[config.mk]
export PLATFORM = sky130hd
export DESIGN_NAME = sound_scheduler
export DESIGN_NICKNAME = d
export VERILOG_FILES = /design/src/rtl/sound_pkg.sv /design/src/rtl/sound_prio_arb.sv /design/src/rtl/sound_scheduler.sv
export SDC_FILE = /design/constraint.sdc
export NUM_CORES = 1
export LEC_CHECK = 0
export ABC_AREA = 1
export BUFFER_PORTS_ARGS = -buffer_cell sky130_fd_sc_hd__clkbuf_2
export CORE_ASPECT_RATIO = 0.9
export CORE_MARGIN = 2
export CORE_UTILIZATION = 37
export CTS_CLUSTER_DIAMETER = 200
export DETAILED_ROUTE_END_ITERATION = 7
export PLACE_DENSITY = 0.67
export SLEW_MARGIN = 10
export SYNTH_ARGS = -nofsm -noshare
export SYNTH_HDL_FRONTEND = slang
export SYNTH_HIERARCHICAL = 1
export SYNTH_SLANG_ARGS = --single-unit
[constraint.sdc]
create_clock -name CLOCK_50 -period 5.4 [get_ports CLOCK_50]
set_input_delay 1.62 -clock CLOCK_50 [delete_from_list [all_inputs] [get_ports CLOCK_50]]
set_output_delay 1.62 -clock CLOCK_50 [all_outputs]
set_load 0.05 [all_outputs]
[src/rtl/sound_pkg.sv]
// ============================================================================
// Module : sound_pkg
// Brief  : Clip IDs, scheduler FSM states and sample-ROM clip address map.
// Rev    : 1.0 - initial release
// ============================================================================
`default_nettype none

package sound_pkg;

  typedef enum logic [1:0] {
    WIN    = 2'd0,
    MOO    = 2'd1,
    DETECT = 2'd2,
    CHEER  = 2'd3
  } clip_e;

  typedef enum logic [1:0] {
    IDLE  = 2'd0,
    LOAD  = 2'd1,
    WAIT  = 2'd2,
    ISSUE = 2'd3
  } state_e;

  localparam logic [17:0] c_win_start    = 18'd0;
  localparam logic [17:0] c_win_end      = 18'd16395;
  localparam logic [17:0] c_moo_start    = 18'd16396;
  localparam logic [17:0] c_moo_end      = 18'd66982;
  localparam logic [17:0] c_detect_start = 18'd66983;
  localparam logic [17:0] c_detect_end   = 18'd83254;
  localparam logic [17:0] c_cheer_start  = 18'd83255;
  localparam logic [17:0] c_cheer_end    = 18'd137138;

  function automatic logic [17:0] clip_start(input clip_e id);
    case (id)
      WIN:     return c_win_start;
      MOO:     return c_moo_start;
      DETECT:  return c_detect_start;
      default: return c_cheer_start;
    endcase
  endfunction

  function automatic logic [17:0] clip_end(input clip_e id);
    case (id)
      WIN:     return c_win_end;
      MOO:     return c_moo_end;
      DETECT:  return c_detect_end;
      default: return c_cheer_end;
    endcase
  endfunction

endpackage

`default_nettype wire

[src/rtl/sound_prio_arb.sv]
// ============================================================================
// Module : sound_prio_arb
// Brief  : Pending clip-request register with fixed-priority grant (win first).
// Rev    : 1.0 - initial release
// ============================================================================
`default_nettype none

module sound_prio_arb
  import sound_pkg::*;
(
  input  logic       clk,
  input  logic       rst,
  input  logic [3:0] i_req,
  input  logic       i_stop,
  input  logic       i_take,
  output logic       o_valid,
  output clip_e      o_grant
);

  logic [3:0] pending_q;
  logic [3:0] pending_d;
  logic [3:0] grant_mask;

  always_comb begin
    o_grant    = WIN;
    grant_mask = 4'b0000;
    if (pending_q[0]) begin
      o_grant    = WIN;
      grant_mask = 4'b0001;
    end else if (pending_q[1]) begin
      o_grant    = MOO;
      grant_mask = 4'b0010;
    end else if (pending_q[2]) begin
      o_grant    = DETECT;
      grant_mask = 4'b0100;
    end else if (pending_q[3]) begin
      o_grant    = CHEER;
      grant_mask = 4'b1000;
    end
    o_valid = |pending_q;

    // New requests are OR-ed in after the grant clears its bit, so a request
    // landing on its own grant cycle survives and replays the clip.
    if (i_stop) begin
      pending_d = 4'b0000;
    end else begin
      pending_d = (pending_q & ~(i_take ? grant_mask : 4'b0000)) | i_req;
    end
  end

  always_ff @(posedge clk or posedge rst) begin
    if (rst) begin
      pending_q <= 4'b0000;
    end else begin
      pending_q <= pending_d;
    end
  end

endmodule

`default_nettype wire

[src/rtl/sound_scheduler.sv]
// ============================================================================
// Module : sound_scheduler
// Brief  : Plays one sample-ROM clip at a time into the codec at a fixed rate.
//          Optional macro SOUND_SCHEDULER_LOOP_EN adds a 'loop' input.
// Rev    : 1.0 - initial release
// ============================================================================
`default_nettype none

module sound_scheduler
  import sound_pkg::*;
#(
  parameter int SAMPLE_DIV = 1200
) (
  input  logic        CLOCK_50,
  input  logic        reset,
  input  logic [3:0]  req,
  input  logic        stop,
  input  logic        audio_out_allowed,
  input  logic [5:0]  rom_q,
  output logic [17:0] rom_addr,
  output logic        write_audio_out,
  output logic [31:0] left_channel_audio_out,
  output logic        busy,
  output logic [1:0]  clip_id,
  output logic        clip_done
`ifdef SOUND_SCHEDULER_LOOP_EN
  ,
  input  logic        loop
`endif
);

  localparam int DIV_W = (SAMPLE_DIV > 2) ? $clog2(SAMPLE_DIV) : 1;
  localparam logic [DIV_W-1:0] c_div_last = DIV_W'(SAMPLE_DIV - 1);

  state_e            state_q, state_d;
  clip_e             clip_q, clip_d;
  logic [17:0]       rom_addr_q, rom_addr_d;
  logic [DIV_W-1:0]  div_q, div_d;
  logic [31:0]       left_q, left_d;
  logic              write_q, write_d;
  logic              done_q, done_d;
  logic              take;
  logic              grant_valid;
  clip_e             grant_id;

  sound_prio_arb u_arb (
    .clk     (CLOCK_50),
    .rst     (reset),
    .i_req   (req),
    .i_stop  (stop),
    .i_take  (take),
    .o_valid (grant_valid),
    .o_grant (grant_id)
  );

  always_comb begin
    state_d    = state_q;
    clip_d     = clip_q;
    rom_addr_d = rom_addr_q;
    div_d      = div_q;
    left_d     = left_q;
    write_d    = 1'b0;
    done_d     = 1'b0;
    take       = 1'b0;

    if (stop) begin
      state_d = IDLE;
      div_d   = '0;
    end else begin
      case (state_q)
        IDLE: begin
          if (grant_valid) begin
            take    = 1'b1;
            clip_d  = grant_id;
            state_d = LOAD;
          end
        end
        LOAD: begin
          rom_addr_d = clip_start(clip_q);
          div_d      = '0;
          state_d    = WAIT;
        end
        WAIT: begin
          if (div_q == c_div_last) begin
            state_d = ISSUE;
          end else begin
            div_d = div_q + DIV_W'(1);
          end
        end
        ISSUE: begin
          if (audio_out_allowed) begin
            write_d = 1'b1;
            left_d  = {rom_q, 26'b0};
            // End check before increment keeps the address inside the clip.
            if (rom_addr_q == clip_end(clip_q)) begin
              done_d  = 1'b1;
              state_d = IDLE;
`ifdef SOUND_SCHEDULER_LOOP_EN
              if (loop) begin
                rom_addr_d = clip_start(clip_q);
                div_d      = '0;
                state_d    = WAIT;
              end
`endif
            end else begin
              rom_addr_d = rom_addr_q + 18'd1;
              div_d      = '0;
              state_d    = WAIT;
            end
          end
        end
        default: state_d = IDLE;
      endcase
    end
  end

  always_ff @(posedge CLOCK_50 or posedge reset) begin
    if (reset) begin
      state_q    <= IDLE;
      clip_q     <= WIN;
      rom_addr_q <= 18'd0;
      div_q      <= '0;
      left_q     <= 32'd0;
      write_q    <= 1'b0;
      done_q     <= 1'b0;
    end else begin
      state_q    <= state_d;
      clip_q     <= clip_d;
      rom_addr_q <= rom_addr_d;
      div_q      <= div_d;
      left_q     <= left_d;
      write_q    <= write_d;
      done_q     <= done_d;
    end
  end

  assign rom_addr               = rom_addr_q;
  assign write_audio_out        = write_q;
  assign left_channel_audio_out = left_q;
  assign busy                   = (state_q != IDLE);
  assign clip_id                = clip_q;
  assign clip_done              = done_q;

endmodule

`default_nettype wire

# --- After elaboration in Yosys (flattened, before gate mapping) ---
# Cells that the tools add are included.
totals:
  n_memories: 0
  mem_bits_ro: 0
  out_inout_bits: 55
  ramBits: 0
  ff_bits: 45
  latch_bits: 0
classes:
  bitwise: 4
  addsub: 2
  magnitude_cmp: 0
  n_shift: 0
  eq_ne: 14
  div_mod_pow: 0
  mul: 0
  muxes: 39
  n_reduce_logical: 11
op_table:
  columns: ["operator", "n"]
  rows:
  - ["18-bit 2-to-1 mux", 5]
  - ["18-bit one-hot mux with 3 select lines", 1]
  - ["17-bit one-hot mux with 3 select lines", 1]
  - ["11-bit 2-to-1 mux", 4]
  - ["18-bit one-hot mux with 2 select lines", 1]
  - ["11-bit one-hot mux with 3 select lines", 1]
  - ["4-bit 2-to-1 mux", 6]
  - ["18-bit by 1-bit adder with 18-bit output (second input constant)", 1]
  - ["18-bit == test", 1]
  - ["2-bit 2-to-1 mux", 9]
  - ["3-bit inequality test (second input constant)", 5]
  - ["11-bit by 1-bit adder with 11-bit output (second input constant)", 1]
  - ["11-bit == test (second input constant)", 1]
  - ["1-bit 2-to-1 mux", 10]
  - ["3-bit AND reduction", 3]
  - ["2-bit one-hot mux with 4 select lines", 1]
  - ["4-bit AND reduction", 2]
  - ["2-bit == test (second input constant)", 3]
  - ["4-bit AND", 1]
  - ["2-bit by 1-bit == test with 1-bit output (second input constant)", 2]
  - ["2-bit zero test", 2]
  - ["2-bit inequality test (second input constant)", 2]
  - ["4-bit NOT", 1]
  - ["4-bit bitwise OR", 1]
  - ["4 further kinds", 5]

# --- Logic depth before layout (Yosys ltp) ---
# Gate-level depths: netlist (run 1).
depth:
  ltp_word: 10
  ltp_mapped: 16

# --- Modules after synthesis ---
# The synthesis (run 1) kept the hierarchy.
by_module_without_submodules:
  columns: ["mod", "area_each_um2", "cells_each", "instances"]
  rows:
  - ["sound_scheduler", 2871.5, 418, 1]
  - ["sound_prio_arb", 200.2, 27, 1]

# --- Least setup slack after synthesis (run 1) ---
# No wires, ideal clock.
synth_path:
  path_kind: "input to register"
  from: "in stop"
  to: "reg div_q[6]"
  setup_ps: 65
  arrival_time_ps: 2632
  setup_slack_ps: 2703
  path_buffers: 1
  path_stages: 7
  cell_sequence: "clkbuf_1 nor2_1 inv_1 nor2_1 inv_1 or3_1 nand2_1"
synth_between:
  elab_chain_len: 2
synth_rtl:
  columns: ["item", "line", "source"]
  rows:
  - ["from (decl)", "sound_scheduler.sv:17", "input logic stop,"]
  - ["3-bit inequality test (no source line) or 4-bit nonzero test (tied branches)", null, null]
  - ["4-bit AND reduction (no source line)", null, null]
  - ["to (signal assigned)", "sound_scheduler.sv:130", "div_q <= div_d;"]
  - ["to (decl)", "sound_scheduler.sv:38", "logic [DIV_W-1:0] div_q, div_d;"]
# Parallel ways exist; a longest one is shown, timed or not.
# A chain may end at the register's enable or synchronous reset.

# --- Worst setup path after layout (run 1) ---
layout_path:
  from: "reg state_q[1]"
  to: "out busy"
layout_between:
  elab_chain_len: 1
layout_rtl:
  columns: ["item", "line", "source"]
  rows:
  - ["from (decl)", "sound_scheduler.sv:35", "state_e state_q, state_d;"]
  - ["from (signal assigned)", "sound_scheduler.sv:127", "state_q <= state_d;"]
  - ["2-bit nonzero test", "sound_scheduler.sv:140", "assign busy = (state_q != IDLE);"]
  - ["to (decl)", "sound_scheduler.sv:23", "output logic busy,"]
# Every way passes these cells.

==> impl_metrics.csv, run 1 <==
group,metric,value,unit
status,outcome,"completed",
synthesis,postSynth.asyncResetShare,100,%
floorplanning,placementRows,31,
finish,post-route-cell-area,3400,sq um
clocking,cts_root_buffer,"clkbuf_8",
synthesis,top_count_cell_post_synth,"nand2_1",
sta,period_utilization_post_route,53.7,%
finish,nFillCells,855,
global_routing,antenna_violations_before_repair,0,
synthesis,synth_warnings,6,
worst_setup_path,critPathMaxFanout,6,
synthesis,netlist_top_cells_count,"nand2_1, inv_1, nor2_1, dfrtp_1, nand3_1",
synthesis,synth_top_cell_by_area,"dfrtp_1",
clocking,post-cts-setup-buffers,0,
worst_setup_path,cp_data_required_time,3780,ps
clocking,cts_made_buffers,5,
routing,post-route-drc-count,0,
floorplanning,die-area,9050,sq um
worst_setup_path,worstRegToRegCells,11,
floorplanning,start_util,38.1,%
hold_path,holdPathEnd,"left_channel_audio_out[28]",
pwr,cellLeakagePower,1.75,nW
floorplanning,core_region_area,8070,sq um
hold_path,holdCritStartpoint,"left_channel_audio_out[28]",
finish,finish.cell_count_without_fillers,586,
synthesis,yosysSeqAreaShare,36.7,%
sta,rsz_0062_raised_after_global_routing,"false",
sta,finalMaxSlewViolations,0,
finish,area_growth,10.6,%
synthesis,postSynthRegisterBits,45,
worst_setup_path,critical_path.reg2reg.startpoint,"state_q[0]",
routing,initialDrtViolationCount,143,
synthesis,synth-edff-count,0,
worst_setup_path,worstSetupStartpointType,"register",
routing,vias,2805,
worst_setup_path,rr_endpoint,"div_q[5]",
place,detailed_placer_s_ending_hpwl,5420,microns
sta,max_slew.worst_pin.slew,737,ps
place,place_ws,2420,ps
routing,routed_wl,7150,microns
synthesis,syn_inst,445,
clocking,cts_resized,0,
global_routing,grt_max_degree,42,
finish,num_antenna_cells,0,
job,drv_cap,0,
worst_setup_path,critical_path_arrival,1280,ps
routing,drtPass1Iterations,5,
place,dpl-instance-area,3260,sq um
finish,finalNetCount,507,
clocking,clkLatencyLatePin,300,ps
synthesis,synth_cell_type_count,34,
sta,fin_ws,2500,ps
sta,clock-skew-final,8.28,ps
clocking,clk_path_buf_depth,2,
clocking,cts.clk_slew.worst_paths,90,ps
hold_path,worstHoldPathCells,2,
sta,relative_slew_slack,50.3,%
floorplanning,die_x,100,microns
sta,final-hold-violation-count,0,
sta,final-setup-viol-count,0,
clocking,cts.sink_count,45,
synthesis,synthDominantCellAreaShare,36.7,%
global_routing,grt_first_pass_wirelength,11800,microns
worst_setup_path,slack_of_the_worst_reg_to_reg_path,3010,ps
pwr,powerDensity,442,nW/um^2
synthesis,syn_std_cell_area,3070,sq um
pwr,post-layout-total-power,1.50,mW
pwr,vdd_ir_drop_max,0.181,mV
place,placed_cells_incl_taps,578,
synthesis,syn-mean-instance-area,6.90,sq um
place,final_gp_congestion,0.938,
floorplanning,io-pin-count,69,
routing,dr_vias_cell,4.79,
clocking,hold_buffers,0,
global_routing,grt_pass1_vias,2490,
worst_setup_path,crit_type,"register to primary output",
sta,post-route-min-period,2900,ps
clocking,tritoncts,"done",
place,placement.io_buffers,42,
floorplanning,die_height,90.4,microns
hold_path,holdCritPathClass,"register to register",
global_routing,overflow,0,
global_routing,grt_use_total,16.0,%
sta,setup-tns-final,0,ps
synthesis,synthFlopType,"dfrtp_1",
finish,layout-drive-gt1-share,13.6,%
routing,wire_per_inst,12.2,microns
sta,achievable-frequency,0.345,GHz
worst_setup_path,setup.worst_path.end_class,"primary output",
synthesis,synthTopCellsByArea,"dfrtp_1, nand2_1, buf_4",
routing,antenna_violating_nets_post_route,0,
clocking,htree_levels,2,
stage by stage:
stage                     hold WS, ps  util [%]
after floorplan                   491         -
after global placement            456      40.4
after detailed placement          460      40.4
after CTS                         481      42.1
after global routing              492      42.1
final                             476      42.1
registers in the layout, indices dropped and copies added (netlist names):
signal	cells
u_arb/pending_q	4
left_channel_audio_out	6
write_audio_out	1
state_q	2
div_q	11
clip_done	1
rom_addr	18
clip_id	2
cell usage in the layout, fill, tap and decap left out, types with 2 or more instances in the layout:
master     instances
nand2_1          135
inv_1             52
nor2_1            48
dfrtp_1           45
clkbuf_2          42
nand3_1           33
o21ai_0           26
conb_1            26
xor2_1            14
nor3_1            13
a21oi_1            8
ha_1               7
o21ai_1            5
o21ai_2            5
clkbuf_8           5
inv_2              2
nor2_2             2
nand4_1            2
bufinv_16          2
critical path, stage by stage (launching register included):
cell and delay (ps):
dfrtp_1 410, inv_1 150, nand2_1 150, clkbuf_2 270
kinds of logic after synthesis:
family          count (synthesis)  share of synthesized area, %
compound gates                 47                          8.59
xor+xnor                       15                          4.28
fa+ha+maj                       7                          2.85
buf+inv                        88                          14.5
flops                          45                          36.7
other cells                     1                         0.122
simple gates                  242                          33.0
routing by layer:
layer	vias up	wire [microns]	part of all wire, %	track usage [%]
li1	1421	-	-	-
met1	1284	3510	49	23.1
met2	93	3210	45	24.7
met3	7	378	5.3	2.86
met4	0	60	0.84	3.77
met5	-	0	0	0
where the power goes:
| part | total, mW | leakage, nW | internal, mW | switching (mW) |
|---|---|---|---|---|
| registers | 0.490 | 0.603 | 0.405 | 0.0856 |
| clock network | 0.304 | 0.0681 | 0.184 | 0.120 |
| logic | 0.708 | 1.08 | 0.162 | 0.546 |
how the worst max path moves through the flow:
stage / start / endpoint / slack (ps) / cells after the start
finish: state_q[1] / busy / 2500 / 3
global route: state_q[1] / busy / 2460 / 3
CTS: state_q[1] / busy / 2520 / 3
detailed placement: stop / rom_addr[9] / 2420 / 5
global placement: stop / div_q[6] / 2480 / 7
floorplan: stop / div_q[6] / 2700 / 7
cell type report:
class                      instances  area (sq um)  area share (%)
multi-input combinational        337          1590            46.9
inverter                          54           203            5.97
timing repair buffer              43           218            6.41
tap                               99           124            3.65
clock inverter                     3          65.1            1.92
clock buffer                       5          68.8            2.03
sequential                        45          1130            33.1
(Power assumes the default switching activity.)
==> run 2, diff against run 1 <==
--- a/config.mk
+++ b/config.mk
@@ -5,14 +5,14 @@
 export SDC_FILE = /design/constraint.sdc
 export NUM_CORES = 1
 export LEC_CHECK = 0
-export ABC_AREA = 1
+export ABC_AREA = 0
 export BUFFER_PORTS_ARGS = -buffer_cell sky130_fd_sc_hd__clkbuf_2
 export CORE_ASPECT_RATIO = 0.9
 export CORE_MARGIN = 2
 export CORE_UTILIZATION = 37
 export CTS_CLUSTER_DIAMETER = 200
 export DETAILED_ROUTE_END_ITERATION = 7
-export PLACE_DENSITY = 0.67
+export PLACE_DENSITY = 0.7
 export SLEW_MARGIN = 10
 export SYNTH_ARGS = -nofsm -noshare
 export SYNTH_HDL_FRONTEND = slang
==> constraint.sdc (replaced) <==
create_clock -name CLOCK_50 -period 2.6 [get_ports CLOCK_50]
set_input_delay 0.78 -clock CLOCK_50 [delete_from_list [all_inputs] [get_ports CLOCK_50]]
set_output_delay 0.78 -clock CLOCK_50 [all_outputs]
set_load 0.05 [all_outputs]
==> run 2 against run 1 <==
Effect of this change: sequential cell count stayed put; wire length fell by 5.4%; global-route usage up 0.72 points; count of clock-buffer cells in the layout grew 1; largest cell class unchanged.
==> impl_metrics.csv, run 2 <==
group,metric,value,unit
status,outcome,"completed",
worst_setup_path,cp_slowest_stage_delay,440,ps
routing,dr_vias_cell,5.26,
worst_setup_path,cp_cell_sequence,"inv_1 -> ha_1 -> or3_4 -> a211oi_2 -> nand2_2 -> o31ai_4 -> and2b_1 -> mux2_1",
routing,post-route-drc-count,0,
worst_setup_path,cp-startpoint,"clip_id[0]",
worst_setup_path,cell_count_along_the_critical_path,8,
synthesis,synth_top_cell_by_area,"dfrtp_1",
routing,initialDrtViolationCount,202,
clocking,htree_levels,2,
worst_setup_path,critical_path_arrival,2650,ps
place,dpl-instance-area,3120,sq um
finish,finalNetCount,411,
sta,final-hold-violation-count,0,
worst_setup_path,setup.worst_path.end_class,"register",
global_routing,grt_use_total,16.7,%
finish,num_antenna_cells,0,
synthesis,syn-mean-instance-area,8.41,sq um
sta,post-route-min-period,2410,ps
synthesis,postSynth.asyncResetShare,100,%
routing,wire_per_inst,13.9,microns
synthesis,synthTopCellsByArea,"dfrtp_1, buf_4, nand2_1",
place,final_gp_congestion,0.943,
clocking,tritoncts,"done",
synthesis,postSynthRegisterBits,45,
floorplanning,core_region_area,7540,sq um
floorplanning,io-pin-count,69,
floorplanning,die_x,96.8,microns
routing,routed_wl,6770,microns
job,drv_cap,0,
place,detailed_placer_s_ending_hpwl,5160,microns
clocking,post-cts-setup-buffers,0,
sta,clock-skew-final,7.90,ps
synthesis,synth_cell_type_count,59,
clocking,cts_resized,0,
global_routing,grt_pass1_vias,2365,
floorplanning,start_util,38.0,%
floorplanning,placementRows,30,
worst_setup_path,timing.critical_path.max_delay_family,"simple AND/OR/NAND/NOR gates",
routing,drtPass1Iterations,4,
worst_setup_path,worstRegToRegCells,8,
worst_setup_path,crit_type,"register to register",
floorplanning,die-area,8470,sq um
place,placement.io_buffers,42,
synthesis,yosysSeqAreaShare,39.3,%
clocking,clkLatencyLatePin,300,ps
worst_setup_path,cp_slowest_cell,"dfrtp_2",
worst_setup_path,worstSetupStartpointType,"register",
sta,finalMaxSlewViolations,0,
worst_setup_path,worstPathBufferInverterCount,1,
synthesis,top_count_cell_post_synth,"nand2_1",
hold_path,holdCritPathClass,"input port to async pin",
synthesis,syn_std_cell_area,2870,sq um
finish,layout_common_cells,"nand2_1, dfrtp_1, clkbuf_2",
sta,relative_slew_slack,53.0,%
synthesis,syn_inst,341,
sta,period_utilization_post_route,92.6,%
worst_setup_path,critPathMaxFanout,10,
worst_setup_path,cp_data_required_time,2840,ps
global_routing,grt_max_degree,42,
synthesis,netlist_top_cells_count,"nand2_1, dfrtp_1, o21ai_0, a21oi_1, nor2_1",
sta,max_slew.worst_pin.slew,703,ps
global_routing,antenna_violations_before_repair,0,
clocking,clk_path_buf_depth,2,
clocking,cts_made_buffers,5,
worst_setup_path,critical_path.reg2reg.startpoint,"clip_id[0]",
sta,setup-tns-final,0,ps
pwr,cellLeakagePower,1.55,nW
worst_setup_path,rr_endpoint,"div_q[0]",
clocking,cts.sink_count,45,
routing,vias,2555,
clocking,cts_root_buffer,"clkbuf_8",
finish,largest_register_ffs,18,
synthesis,synth_warnings,6,
finish,most_common_library_cell_in_the_layout_ignoring_fill_and_taps,"nand2_1",
clocking,cts.clk_slew.worst_paths,80,ps
routing,antenna_violating_nets_post_route,0,
sta,final-setup-viol-count,0,
clocking,hold_buffers,0,
finish,post-route-cell-area,3200,sq um
finish,nFillCells,768,
sta,rsz_0062_raised_after_global_routing,"false",
worst_setup_path,slack_of_the_worst_reg_to_reg_path,190,ps
pwr,vdd_ir_drop_max,0.372,mV
global_routing,overflow,0,
finish,area_growth,11.6,%
finish,layout-drive-gt1-share,18.2,%
pwr,powerDensity,826,nW/um^2
synthesis,synthFlopType,"dfrtp_1",
synthesis,synth-edff-count,0,
sta,achievable-frequency,0.415,GHz
floorplanning,die_height,87.5,microns
global_routing,grt_first_pass_wirelength,11500,microns
synthesis,synthDominantCellAreaShare,39.3,%
run 2: cell count changes in the layout (fill, tap and decap cells not counted), sizes merged, moves of 4 or more:
cell and change:
nand2 -87, inv -35, nor2 -22, a21oi +20, nand3 -18, xor2 -12, nor3 -9, nand2b +8
buf +7, o21ai -5, or3 +5, o31ai +4
run 2: cells by family after synthesis:
kind of cell | share of synthesized area, %
adder cells (fa/ha/maj) | 3.05
flip-flops | 39.3
buffers and inverters | 10.5
other | 0.131
AO/OA/AOI/OAI | 18.5
XOR/XNOR | 1.22
AND/OR/NAND/NOR | 26.2
multiplexers | 1.09
run 2: metrics by stage:
stage | power, mW | hold slack, ps | setup slack [ps] | util [%] | instances
2_1_floorplan | 1.96 | 452 | 60.8 | - | 366
3_3_place_gp | 2.22 | 462 | 254 | 41.4 | 479
3_5_place_dp | 2.24 | 470 | 159 | 41.4 | 479
4_1_cts | 2.66 | 344 | 143 | 42.4 | 486
5_1_grt | 2.80 | 342 | 12.9 | 42.4 | 486
6_report | 2.64 | 342 | 192 | 42.4 | 486
run 2: final cells by class:
class                   instances  area [sq um]  area share [%]
flip-flops and latches         45          1130            35.2
clock inverters                 1          5.00           0.156
clock buffers                   6          72.6            2.27
repair buffers                 50           270            8.44
multi-input cells             269          1540            47.9
well taps                      96           120            3.75
inverters                      19          71.3            2.23
run 2: worst max path at each step:
stage	end	slack, ps
after floorplan	rom_addr[2]	60
after global placement	rom_addr[2]	250
after detailed placement	rom_addr[2]	160
after CTS	rom_addr[2]	140
after global routing	div_q[4]	10
final	div_q[0]	190
run 2: report_power, final:
group / total (mW) / internal [mW] / switching, mW
Clock: 0.408 / 0.183 / 0.226
Combinational: 1.20 / 0.303 / 0.892
Sequential: 1.04 / 0.831 / 0.210
Total: 2.64 / 1.32 / 1.33
run 2: per-layer routing:
layer / part of all wire, % / track usage (%) / up-vias
met3: 6.5 / 4.41 / 5
met2: 45 / 25.7 / 94
met1: 48 / 23.8 / 1207
met5: 0 / 0 / -
li1: - / - / 1249
met4: 0.71 / 3.59 / 0
==> run 3, diff against run 2 <==
--- a/config.mk
+++ b/config.mk
@@ -7,7 +7,6 @@
 export LEC_CHECK = 0
 export ABC_AREA = 0
 export BUFFER_PORTS_ARGS = -buffer_cell sky130_fd_sc_hd__clkbuf_2
-export CORE_ASPECT_RATIO = 0.9
 export CORE_MARGIN = 2
 export CORE_UTILIZATION = 37
 export CTS_CLUSTER_DIAMETER = 200
==> run 3 against run 2 <==
Effect of this change: hold slack got worse by 7.6 ps; via count grew 0.98%; clock power up 11%; largest cell class unchanged; critical path depth grew 1; sequential power barely moved; core utilization rose by 0.11 points; combinational power about the same; sequential cell count stayed put.
==> impl_metrics.csv, run 3 (synthesized netlist as in run 2, its figures left out) <==
group,metric,value,unit
clocking,clkLatencyLatePin,300,ps
clocking,cts_resized,0,
worst_setup_path,worstSetupStartpointType,"register",
global_routing,grt_max_degree,42,
worst_setup_path,cp_slowest_stage_delay,450,ps
clocking,tritoncts,"done",
place,detailed_placer_s_ending_hpwl,4970,microns
place,placement.io_buffers,42,
routing,dr_vias_cell,5.23,
status,outcome,"completed",
global_routing,grt_pass1_vias,2366,
pwr,post-layout-total-power,2.68,mW
global_routing,grt_use_total,16.0,%
global_routing,overflow,0,
global_routing,grt_first_pass_wirelength,11100,microns
finish,post-route-cell-area,3240,sq um
floorplanning,die_x,92.0,microns
worst_setup_path,worstPathBufferInverterCount,2,
finish,finish.cell_count_without_fillers,493,
pwr,power.share.sequential,38.1,%
floorplanning,core_region_area,7610,sq um
pwr,net-switching-power,1.32,mW
clocking,post-cts-setup-buffers,0,
pwr,pwr-share-comb,45.1,%
finish,num_antenna_cells,0,
routing,antenna_violating_nets_post_route,0,
floorplanning,start_util,37.7,%
worst_setup_path,cp_slowest_cell,"dfrtp_2",
worst_setup_path,setup.worst_path.end_class,"register",
routing,initialDrtViolationCount,173,
worst_setup_path,cp_data_required_time,2840,ps
pwr,cellLeakagePower,1.56,nW
finish,fin_util,42.5,%
sta,post-route-min-period,2400,ps
clocking,clk_path_buf_depth,2,
pwr,power.switching_fraction,49.3,%
pwr,vdd_ir_drop_max,0.498,mV
finish,area_growth,12.9,%
floorplanning,placementRows,32,
clocking,htree_levels,2,
place,final_gp_congestion,0.882,
finish,layout-drive-gt1-share,18.2,%
sta,achievable-frequency,0.417,GHz
hold_path,holdCritPathClass,"input port to async pin",
finish,most_common_library_cell_in_the_layout_ignoring_fill_and_taps,"nand2_1",
sta,fin_ws,201,ps
sta,timing.hold.ws,335,ps
clocking,cts_root_buffer,"clkbuf_8",
clocking,cts.clk_slew.worst_paths,90,ps
clocking,cts.sink_count,45,
sta,finalMaxSlewViolations,0,
place,place_ws,222,ps
sta,period_utilization_post_route,92.3,%
worst_setup_path,timing.critical_path.max_delay_family,"simple AND/OR/NAND/NOR gates",
floorplanning,io-pin-count,69,
sta,final-setup-viol-count,0,
finish,layout_common_cells,"nand2_1, dfrtp_1, clkbuf_2",
worst_setup_path,crit_type,"register to register",
sta,final-hold-violation-count,0,
sta,setup-tns-final,0,ps
sta,rsz_0062_raised_after_global_routing,"false",
routing,routed_wl,6610,microns
job,drv_cap,0,
clocking,hold_buffers,0,
routing,post-route-drc-count,0,
pwr,clock_power_share,16.8,%
worst_setup_path,cp_cell_sequence,"inv_1 -> ha_1 -> or3_4 -> a211oi_2 -> nand2_2 -> o31ai_4 -> buf_12 -> and2b_1 -> mux2_1",
routing,wire_per_inst,13.4,microns
sta,clock-skew-final,11.8,ps
worst_setup_path,critical_path_arrival,2640,ps
finish,nFillCells,800,
clocking,cts_made_buffers,5,
finish,largest_register_ffs,18,
floorplanning,die-area,8470,sq um
pwr,p_int,1.36,mW
global_routing,antenna_violations_before_repair,0,
place,placed_cells_incl_taps,484,
routing,vias,2580,
sta,max_slew.worst_pin.slew,535,ps
pwr,powerDensity,829,nW/um^2
worst_setup_path,critPathMaxFanout,10,
sta,relative_slew_slack,64.4,%
floorplanning,die_height,92.0,microns
place,dpl-instance-area,3120,sq um
finish,finalNetCount,411,
routing,drtPass1Iterations,4,
[run 3: final timing paths]
path                                             from                         end  slack [ps]  cells after the start
setup / recovery                           clip_id[0]                    div_q[0]         200                      9
hold / removal                                  reset          u_arb/pending_q[3]         330                      2
setup reg to reg                           clip_id[0]                    div_q[0]         200                      9
hold reg to reg            left_channel_audio_out[29]  left_channel_audio_out[29]         480                      2
max in group asynchronous                       reset                  clip_id[0]        1620                      3
min in group CLOCK_50      left_channel_audio_out[29]  left_channel_audio_out[29]         480                      2
[run 3: power by group through the flow]
stage / Combinational, mW / Sequential (mW) / Clock [mW]
floorplan: 0.540 / 1.42 / 0
global placement: 1.18 / 1.03 / 0
detailed placement: 1.19 / 1.03 / 0
CTS: 1.20 / 1.02 / 0.465
global route: 1.29 / 1.05 / 0.499
finish: 1.21 / 1.02 / 0.451
[run 3: layer usage]
layer | track usage, % | up-vias | routed length, microns
li1 | - | 1250 | -
met1 | 21.9 | 1225 | 2940
met2 | 25.5 | 96 | 3110
met3 | 3.20 | 9 | 473
met4 | 4.98 | 0 | 85
met5 | 0 | - | 0
[run 3: worst register-to-register path: stages, from the launching register on]
cell and delay (ps):
dfrtp_2 450, inv_1 140, ha_1 260, or3_4 340, a211oi_2 270, nand2_2 140
o31ai_4 280, buf_12 160, and2b_1 160, mux2_1 130
[run 3: layout make-up]
| type | instances | area, sq um | area share [%] |
|---|---|---|---|
| inverters | 19 | 71.3 | 2.20 |
| clock inverters | 1 | 7.51 | 0.232 |
| well taps | 102 | 128 | 3.94 |
| flip-flops and latches | 45 | 1130 | 34.8 |
| clock buffers | 7 | 86.3 | 2.67 |
| multi-input cells | 269 | 1530 | 47.4 |
| repair buffers | 50 | 283 | 8.74 |
